--- config.mk ---
export PLATFORM = sky130hd
export DESIGN_NAME = sys_arr_skewed_flat
export DESIGN_NICKNAME = d
export VERILOG_FILES = /design/src/rtl/sys_arr_skewed_if.sv /design/src/rtl/sys_arr_skewed.sv /design/src/flat_wrapper.sv
export SDC_FILE = /design/constraint.sdc
export NUM_CORES = 2
export LEC_CHECK = 0
export CORE_MARGIN = 3
export CORE_UTILIZATION = 45
export DETAILED_ROUTE_END_ITERATION = 10
export GPL_ROUTABILITY_DRIVEN = 1
export SETUP_SLACK_MARGIN = 0.02
export SLEW_MARGIN = 10
export SYNTH_ARGS = -nofsm -noshare
export SYNTH_HDL_FRONTEND = slang
export SYNTH_SLANG_ARGS = --single-unit
--- constraint.sdc ---
create_clock -name clk -period 22.9 [get_ports clk]
set_clock_uncertainty 0.2 [all_clocks]
set_input_delay 5.725 -clock clk [delete_from_list [all_inputs] [get_ports clk]]
set_output_delay 5.725 -clock clk [all_outputs]
set_load 0.02 [all_outputs]
--- src/rtl/sys_arr_skewed_if.sv ---
// Stream bundle for sys_arr_skewed: weight-row, activation-vector and result
// channels, each with a valid/ready handshake. The array uses the slave modport.
interface sys_arr_skewed_if #(
  parameter int ROWS   = 4,
  parameter int COLS   = 4,
  parameter int DATA_W = 8,
  parameter int ACC_W  = 16
);
  logic                     w_valid;
  logic                     w_ready;
  logic [COLS*DATA_W-1:0]   w_data;
  logic                     in_valid;
  logic                     in_ready;
  logic [ROWS*DATA_W-1:0]   in_data;
  logic                     out_valid;
  logic                     out_ready;
  logic [COLS*ACC_W-1:0]    out_data;

  modport master (
    output w_valid, w_data, in_valid, in_data, out_ready,
    input  w_ready, in_ready, out_valid, out_data
  );

  modport slave (
    input  w_valid, w_data, in_valid, in_data, out_ready,
    output w_ready, in_ready, out_valid, out_data
  );
endinterface

--- src/rtl/sys_arr_skewed.sv ---
// Weight-stationary ROWS x COLS systolic matrix-vector unit.
// out[c] = sum_r x[r] * W[r][c], with input skew, output deskew, a weight-load
// FSM (LOAD/RUN/DRAIN) and whole-pipeline stall on result backpressure.
// Optional build macro: SYS_ARR_SAT_EN (saturating accumulate at every row;
// default build wraps modulo 2^ACC_W).
module sys_arr_skewed #(
  parameter int ROWS   = 4,
  parameter int COLS   = 4,
  parameter int DATA_W = 8,
  parameter int ACC_W  = 16
) (
  input  logic                 clk,
  input  logic                 reset,
  sys_arr_skewed_if.slave      bus
);

  localparam int NTOK  = ROWS + COLS;
  localparam int CNT_W = $clog2(ROWS + 1);

  typedef enum logic [1:0] {
    S_LOAD  = 2'd0,
    S_RUN   = 2'd1,
    S_DRAIN = 2'd2
  } state_t;

  state_t                  r_state;
  state_t                  w_state_nxt;
  logic [CNT_W-1:0]        r_cnt;
  logic [CNT_W-1:0]        w_cnt_nxt;
  logic [NTOK-1:0]         r_tok;
  logic                    w_stall;
  logic                    w_in_ready;
  logic                    w_w_ready;
  logic                    w_in_fire;
  logic                    w_w_fire;

  logic signed [DATA_W-1:0] r_w   [ROWS][COLS];
  logic signed [DATA_W-1:0] r_a   [ROWS][COLS];
  logic signed [ACC_W-1:0]  r_s   [ROWS][COLS];
  logic signed [DATA_W-1:0] w_ain [ROWS][COLS];
  logic signed [ACC_W-1:0]  w_sin [ROWS][COLS];
  logic signed [DATA_W-1:0] w_x   [ROWS];
  logic signed [ACC_W-1:0]  w_out [COLS];

  // One PE step: signed product, sign-extended, added to the incoming sum.
  function automatic logic signed [ACC_W-1:0] f_mac(
    input logic signed [ACC_W-1:0]  s,
    input logic signed [DATA_W-1:0] a,
    input logic signed [DATA_W-1:0] w
  );
    logic signed [2*DATA_W-1:0] p;
`ifdef SYS_ARR_SAT_EN
    logic signed [ACC_W:0]      t;
    p = (2*DATA_W)'(a) * (2*DATA_W)'(w);
    t = (ACC_W+1)'(s) + (ACC_W+1)'(p);
    if (t[ACC_W] != t[ACC_W-1])
      return t[ACC_W] ? {1'b1, {(ACC_W-1){1'b0}}} : {1'b0, {(ACC_W-1){1'b1}}};
    return t[ACC_W-1:0];
`else
    p = (2*DATA_W)'(a) * (2*DATA_W)'(w);
    return s + ACC_W'(p);
`endif
  endfunction

  assign bus.out_valid = r_tok[NTOK-1];
  assign w_stall       = r_tok[NTOK-1] && !bus.out_ready;
  assign w_in_fire     = bus.in_valid && w_in_ready;
  assign w_w_fire      = bus.w_valid && w_w_ready && !w_stall;
  assign bus.in_ready  = w_in_ready;
  assign bus.w_ready   = w_w_ready;

  // FSM next-state, load counter and handshake readies.
  always_comb begin
    w_state_nxt = r_state;
    w_cnt_nxt   = r_cnt;
    w_w_ready   = 1'b0;
    w_in_ready  = 1'b0;
    unique case (r_state)
      S_LOAD: begin
        w_w_ready = 1'b1;
        if (bus.w_valid) begin
          if (r_cnt == CNT_W'(ROWS - 1)) begin
            w_state_nxt = S_RUN;
            w_cnt_nxt   = '0;
          end else begin
            w_cnt_nxt = r_cnt + 1'b1;
          end
        end
      end
      S_RUN: begin
        w_in_ready = !w_stall;
        if (bus.w_valid) w_state_nxt = S_DRAIN;
      end
      S_DRAIN: begin
        if (r_tok == '0) begin
          w_state_nxt = S_LOAD;
          w_cnt_nxt   = '0;
        end
      end
      default: begin
        w_state_nxt = S_LOAD;
        w_cnt_nxt   = '0;
      end
    endcase
  end

  // FSM state and load counter; frozen during stall like everything else.
  always_ff @(posedge clk) begin
    if (reset) begin
      r_state <= S_LOAD;
      r_cnt   <= '0;
    end else if (!w_stall) begin
      r_state <= w_state_nxt;
      r_cnt   <= w_cnt_nxt;
    end
  end

  // Valid token travels alongside each accepted vector.
  always_ff @(posedge clk) begin
    if (reset) r_tok <= '0;
    else if (!w_stall) r_tok <= {r_tok[NTOK-2:0], w_in_fire};
  end

  // Weight rows shift down one row per accepted beat, then stay put.
  always_ff @(posedge clk) begin
    if (reset) begin
      for (int unsigned r = 0; r < ROWS; r++)
        for (int unsigned c = 0; c < COLS; c++)
          r_w[r][c] <= '0;
    end else if (w_w_fire) begin
      for (int unsigned c = 0; c < COLS; c++)
        r_w[0][c] <= bus.w_data[c*DATA_W +: DATA_W];
      for (int unsigned r = 1; r < ROWS; r++)
        for (int unsigned c = 0; c < COLS; c++)
          r_w[r][c] <= r_w[r-1][c];
    end
  end

  // Input skew: stage 0 captures the vector, row r adds r further stages.
  for (genvar gr = 0; gr < ROWS; gr++) begin : g_skew
    logic signed [DATA_W-1:0] r_line [gr+1];

    // Skew shift line for this row.
    always_ff @(posedge clk) begin
      if (reset) begin
        for (int unsigned k = 0; k < gr + 1; k++) r_line[k] <= '0;
      end else if (!w_stall) begin
        r_line[0] <= w_in_fire ? bus.in_data[gr*DATA_W +: DATA_W] : '0;
        for (int unsigned k = 1; k < gr + 1; k++) r_line[k] <= r_line[k-1];
      end
    end

    assign w_x[gr] = r_line[gr];
  end

  // PE operand routing: activations enter at column 0, sums enter at row 0 as 0.
  for (genvar gr = 0; gr < ROWS; gr++) begin : g_row
    for (genvar gc = 0; gc < COLS; gc++) begin : g_col
      if (gc == 0) begin : g_ain0
        assign w_ain[gr][gc] = w_x[gr];
      end else begin : g_ainn
        assign w_ain[gr][gc] = r_a[gr][gc-1];
      end
      if (gr == 0) begin : g_sin0
        assign w_sin[gr][gc] = '0;
      end else begin : g_sinn
        assign w_sin[gr][gc] = r_s[gr-1][gc];
      end
    end
  end

  // PE array registers: activation moves right, partial sum moves down.
  always_ff @(posedge clk) begin
    if (reset) begin
      for (int unsigned r = 0; r < ROWS; r++)
        for (int unsigned c = 0; c < COLS; c++) begin
          r_a[r][c] <= '0;
          r_s[r][c] <= '0;
        end
    end else if (!w_stall) begin
      for (int unsigned r = 0; r < ROWS; r++)
        for (int unsigned c = 0; c < COLS; c++) begin
          r_a[r][c] <= w_ain[r][c];
          r_s[r][c] <= f_mac(w_sin[r][c], w_ain[r][c], r_w[r][c]);
        end
    end
  end

  // Output deskew: column c waits COLS-1-c cycles so all columns align.
  for (genvar gc = 0; gc < COLS; gc++) begin : g_deskew
    if (gc == COLS - 1) begin : g_direct
      assign w_out[gc] = r_s[ROWS-1][gc];
    end else begin : g_dly
      localparam int D = COLS - 1 - gc;
      logic signed [ACC_W-1:0] r_dly [D];

      // Deskew delay line for this column.
      always_ff @(posedge clk) begin
        if (reset) begin
          for (int unsigned k = 0; k < D; k++) r_dly[k] <= '0;
        end else if (!w_stall) begin
          r_dly[0] <= r_s[ROWS-1][gc];
          for (int unsigned k = 1; k < D; k++) r_dly[k] <= r_dly[k-1];
        end
      end

      assign w_out[gc] = r_dly[D-1];
    end
  end

  // Pack aligned column results onto the result bus, column 0 in LSBs.
  always_comb begin
    bus.out_data = '0;
    for (int unsigned c = 0; c < COLS; c++)
      bus.out_data[c*ACC_W +: ACC_W] = w_out[c];
  end

endmodule

--- src/flat_wrapper.sv ---
// flat-port wrapper written by rule: the top's interface ports become plain ports
module sys_arr_skewed_flat 
#(
  parameter int ROWS   = 4,
  parameter int COLS   = 4,
  parameter int DATA_W = 8,
  parameter int ACC_W  = 16
)
  (clk, reset, bus_w_valid, bus_w_data, bus_in_valid, bus_in_data, bus_out_ready, bus_w_ready, bus_in_ready, bus_out_valid, bus_out_data);
  sys_arr_skewed_if #(.ROWS(ROWS), .COLS(COLS), .DATA_W(DATA_W), .ACC_W(ACC_W)) bus_i ();
  input  logic clk;
  input  logic reset;
  input wire logic [$bits(bus_i.w_valid)-1:0] bus_w_valid;
  input wire logic [$bits(bus_i.w_data)-1:0] bus_w_data;
  input wire logic [$bits(bus_i.in_valid)-1:0] bus_in_valid;
  input wire logic [$bits(bus_i.in_data)-1:0] bus_in_data;
  input wire logic [$bits(bus_i.out_ready)-1:0] bus_out_ready;
  output wire logic [$bits(bus_i.w_ready)-1:0] bus_w_ready;
  output wire logic [$bits(bus_i.in_ready)-1:0] bus_in_ready;
  output wire logic [$bits(bus_i.out_valid)-1:0] bus_out_valid;
  output wire logic [$bits(bus_i.out_data)-1:0] bus_out_data;
  assign bus_i.w_valid = bus_w_valid;
  assign bus_i.w_data = bus_w_data;
  assign bus_i.in_valid = bus_in_valid;
  assign bus_i.in_data = bus_in_data;
  assign bus_i.out_ready = bus_out_ready;
  assign bus_w_ready = bus_i.w_ready;
  assign bus_in_ready = bus_i.in_ready;
  assign bus_out_valid = bus_i.out_valid;
  assign bus_out_data = bus_i.out_data;
  sys_arr_skewed #(.ROWS(ROWS), .COLS(COLS), .DATA_W(DATA_W), .ACC_W(ACC_W)) u_core (.clk(clk), .reset(reset), .bus(bus_i));
endmodule
; ---- After elaboration in Yosys (flattened, before gate mapping)
; Memories as Yosys holds them, arrays and structs flattened.
; Index checks and enable logic that the tools add are counted.
[totals]
reg_bits = 13
in_bits = 69
mem_count = 10
word_cells = 214
ramBits = 688
[op_classes]
multipliers = 16
reduce_logical = 12
mux = 89
addsub = 13
n_bitwise = 64
eq_ne = 7
[memory_table]
columns = memory, words, width, read_ports, rd_ports_with_merged_regs, write_ports, line_no
row1 = u_core.r_s, 4, 64, 4, 0, 4, sys_arr_skewed.sv:39  ; logic signed [ACC_W-1:0] r_s [ROWS][COLS];
row2 = u_core.r_a, 4, 32, 4, 0, 4, sys_arr_skewed.sv:38  ; logic signed [DATA_W-1:0] r_a [ROWS][COLS];
row3 = u_core.r_w, 4, 32, 4, 0, 4, sys_arr_skewed.sv:37  ; logic signed [DATA_W-1:0] r_w [ROWS][COLS];
row4 = u_core.g_deskew[0].g_dly.r_dly, 3, 16, 3, 0, 3, sys_arr_skewed.sv:195  ; logic signed [ACC_W-1:0] r_dly [D];
row5 = u_core.g_deskew[1].g_dly.r_dly, 2, 16, 2, 0, 2, sys_arr_skewed.sv:195
row6 = u_core.g_skew[3].r_line, 4, 8, 4, 0, 4, sys_arr_skewed.sv:141  ; logic signed [DATA_W-1:0] r_line [gr+1];
row7 = 4 more memories, n/a, n/a, n/a, n/a, n/a, n/a
[ops]
columns = operator, count
row1 = 8-bit 2-to-1 mux, 46
row2 = 16-bit 2-to-1 mux, 22
row3 = 8-bit by 8-bit multiplier with 16-bit output, 16
row4 = 16-bit adder, 12
row5 = 1-bit bitwise OR, 62
row6 = 16-bit OR reduction, 1
row7 = 1-bit 2-to-1 mux, 12
row8 = 3-bit 2-to-1 mux, 3
row9 = 3-bit one-hot mux with 3 select lines, 1
row10 = 8-bit zero test, 1
row11 = 2-bit 2-to-1 mux, 4
row12 = 8-bit OR reduction, 1
row13 = 2-bit one-hot mux with 3 select lines, 1
row14 = 5-bit AND reduction, 1
row15 = 1-bit logical AND, 4
row16 = "2-bit by 1-bit inequality test with 1-bit output, second input constant", 2
row17 = "2-bit inequality test, second input constant", 2
row18 = 4-bit AND reduction, 1
row19 = "3-bit by 1-bit adder with 3-bit output, second input constant", 1
row20 = "3-bit by 2-bit equality test with 1-bit output, second input constant", 1
row21 = "2-bit by 1-bit equality test with 1-bit output, second input constant", 1
row22 = "2-bit equality test, second input constant", 1
row23 = 1-bit zero test, 2
row24 = 2-bit zero test, 1
row25 = 1-bit NOT, 2

; ---- Logic depth before layout (Yosys ltp)
[depth]
ltp_word = 8
depth_mapped = 20
mapped_depth_nobuf = 19

; ---- Worst setup path after synthesis
; OpenSTA, ideal clock, no wires.
[synth_path]
path_kind = input-to-reg
from = input port reset
to = memory u_core.g_deskew[0].g_dly.r_dly[0][0] (enable)
t_arrival_ns = 16.468
path_buffers = 2
setup_ns = 0.875
stages = 4
slack_ns = 5.357
path_cell_list = clkbuf_1 -> clkbuf_1 -> nor2_1 -> inv_1
[synth_lines]
columns = element, line_no
row1 = start: declaration, flat_wrapper.sv:12  ; input logic reset;
row2 = end: declaration, sys_arr_skewed.sv:195

; ---- Worst setup path after layout
[layout_path]
from = input port bus_out_ready
to = output port bus_in_ready
[layout_between]
elab_chain_len = 4
[layout_rtl]
columns = element, line_no
row1 = start: declaration, flat_wrapper.sv:17  ; input wire logic [$bits(bus_i.out_ready)-1:0] bus_out_ready;
row2 = 1-bit zero test, sys_arr_skewed.sv:66  ; assign w_stall = r_tok[NTOK-1] && !bus.out_ready;
row3 = 1-bit logical AND, sys_arr_skewed.sv:66
row4 = 1-bit zero test, sys_arr_skewed.sv:91  ; w_in_ready = !w_stall;
row5 = 1-bit 2-to-1 mux, sys_arr_skewed.sv:78  ; unique case (r_state)
row6 = end: declaration, flat_wrapper.sv:19  ; output wire logic [$bits(bus_i.in_ready)-1:0] bus_in_ready;
; No other way between the ends.

==> results.cfg <==
[clock_network]
cts_root_buf = clkbuf_16
cts_setup_buffers = 0
cts_hold_buf = 0
ctsHtreeMaxLevel = 3
path_clk_slew_ns = 0.05
cts_tree = done
clkLatencyLatePin_ns = 0.69
cts.sink_count = 669
max-clock-path-buffers = 3
cts_made_buffers = 82
cts_resized = 0

[global_routing]
grt_pass1_vias = 43820
grt_pass1_wl_um = 236900
grt_util_all_layers_pct = 18.95
grt-ovfl-total = 0
antenna_found_initial = 3
grt_max_degree = 194

[die]
core_um2 = 150700
core.rowCount = 142
die_area_um2 = 157300
start_util_pct = 45.57
dieHeight_um = 396.6
die_w_um = 396.6
io-pin-count = 136

[pwr]
p_leak_nw = 36.61
p_total_mw = 3.705
pwr_density_cell_nw_per_um2 = 49.69
pwr-share-comb_pct = 21.4
vdd_drop_max_mv = 0.04722
p_switching_mw = 1.124
p_clk_share_pct = 35.6
seq_power_share_pct = 43.0
swShare_pct = 30.34
p_int_mw = 2.581

[timing]
slew_headroom_pct = 19.63
finalHoldViolations = 0
setup_viol_count_final = 0
setup_tns_ns = 0
drv_slew = 0
hold-worst-slack_ns = 0.2699
fin_crit_sh_pct = 59.31
rsz0062_at_grt = no
timing.final.ws_setup_ns = 9.318
tightest_slew_ns = 1.197
fmax_mhz = 73.63
min_period_ns = 13.58

[detailed_routing]
dr.pass1.iters = 5
routed_wl_um = 142100
vias = 40660
post_drt_wl_per_cell_um = 17.04
ant_nets = 0
drc = 0
dr.first_iter.drc_count = 1767
viasPerCell = 4.876

[logic_synthesis]
async_reset_ff_share_pct = 0
syn-instance-count = 6195
post-synth-top-area-fraction_pct = 31.26
avgSynthCellArea_um2 = 11.08
syn_nets = 7897
synth_warnings = 0
yosys.area.top_type = fa_1
synth_ff_type = edfxtp_1
yosysSeqAreaShare_pct = 29.07
ys_seq_elements = 669
synth_edf_count = 656
synth_area_leaders = fa_1 31%, edfxtp_1 29%, ha_1 10%
syn_area_um2 = 68660
synth_cell_type_count = 57

[worst_setup_path]
end_kind = output port
cp.required_ns = 16.98
r2r_start = u_core.r_w[1][0]$_SDFFCE_PN0P_
reg2regPathDepth = 15
worstPathMaxFanout = 25
start_kind = input port
arrival_ns = 7.66
crit_type = input port to output port
startpoint = bus_out_ready

[outcome]
status = finished, final reports clean

[min_path]
holdPathStages = 2
hold_start = u_core.r_tok[4]$_SDFFE_PP0N_
hold_class = flop to flop

[cells_and_area]
syn_to_final_growth_pct = 8.598
design_area_um2 = 74560
finalNetCount = 7957
layout-drive-gt1-share_pct = 2.484

[run]
maxCapViolCount = 0

[placed_design]
placed_area_um2 = 71860
hpwlAfterDp_um = 112400
gp_congestion = 0.8756
port_buffers = 135
place_ws_ns = 9.273
==> layout make-up <==
class,count,area [µm²]
fill,13810,76100
multi-input combinational,4190,43530
sequential,669,19960
inverter,1163,4373
tap,2016,2522
clock buffer,96,2168
timing repair buffer,149,1476
clock inverter,53,528.0
antenna,2,5.005
==> cell usage after synthesis (all sizes together) (27+ instances only) <==
| master | count |
|---|---|
| o21ai | 71 |
| ha | 561 |
| nand2 | 433 |
| inv | 1158 |
| fa | 1072 |
| edfxtp | 656 |
| a21oi | 98 |
| nand2b | 46 |
| nor2b | 45 |
| xnor2 | 207 |
| xor2 | 69 |
| a21o | 57 |
| o21bai | 33 |
| buf | 52 |
| clkbuf | 121 |
| nor2 | 271 |
| and2 | 1017 |
| nor3 | 35 |
| o21a | 27 |
==> registers in the layout (all words and copies together) (netlist names) <==
register	count
u_core.r_w	128
u_core.g_deskew.g_dly.r_dly	96
u_core.r_a	96
u_core.g_skew.r_line	80
u_core.r_cnt	3
u_core.r_s	256
u_core.r_state	2
u_core.r_tok	8
==> per-stage QoR <==
step                util, %  instances
floorplan                 -       6195
global placement      47.70       8187
detailed placement    47.70       8187
CTS                   49.49       8336
global route          49.49       8336
finish                49.49       8338
==> critical path, stage by stage <==
cell and delay [ns]:
clkdlybuf4s50_1 0.47, and2b_2 0.49, nor3b_1 0.32, clkdlybuf4s50_1 0.65
==> worst paths after layout <==
| path | end | slack (ns) |
|---|---|---|
| max | bus_in_ready | 9.32 |
| min | u_core.r_tok[4]$_SDFFE_PP0N_ | 0.27 |
| max reg2reg | u_core.r_s[0][77]$_SDFFCE_PN0P_ | 16.37 |
| min reg2reg | u_core.r_tok[4]$_SDFFE_PP0N_ | 0.27 |
==> routing by layer <==
| layer | wire length, µm | global-route usage (%) | vias up |
|---|---|---|---|
| met1 | 62710 | 24.99 | 20660 |
| met2 | 69710 | 32.72 | 535 |
| li1 | - | - | 19300 |
| met5 | 0 | 0 | - |
| met3 | 4455 | 2.164 | 168 |
| met4 | 5217 | 6.076 | 0 |
==> power by group through the flow <==
stage	sequential [mW]	clock (mW)	combinational [mW]
3_3_place_gp	1.62	0	0.785
2_1_floorplan	1.53	0	0.604
4_1_cts	1.59	1.36	0.808
3_5_place_dp	1.62	0	0.801
5_1_grt	1.60	1.41	0.915
6_report	1.59	1.32	0.793
==> cells by family (layout without fill, tap and decap cells) <==
group	after synthesis	in the layout	synth area share, %
compound gates	358	358	3.349
xor+xnor	276	276	3.521
fa+ha+maj	1633	1633	41.48
buf+inv	1336	1461	7.572
flops	669	669	29.07
mux	18	18	0.2697
other cells	0	2	0
simple gates	1905	1905	14.74
==> layout by cell type, fill, tap and decap left out, drive strengths merged, types with 33 or more instances in the layout <==
master / Yosys / final
edfxtp: 656 / 656
fa: 1072 / 1072
inv: 1158 / 1162
o21bai: 33 / 33
xnor2: 207 / 207
clkinv: 5 / 34
nor2b: 45 / 45
clkdlybuf4s50: 0 / 134
nor3: 35 / 35
nand2b: 46 / 46
ha: 561 / 561
nand2: 433 / 433
a21oi: 98 / 98
xor2: 69 / 69
o21ai: 71 / 71
nor2: 271 / 271
a21o: 57 / 57
and2: 1017 / 1017
clkbuf: 121 / 96
Note: power is estimated with default switching activity, not from simulation.
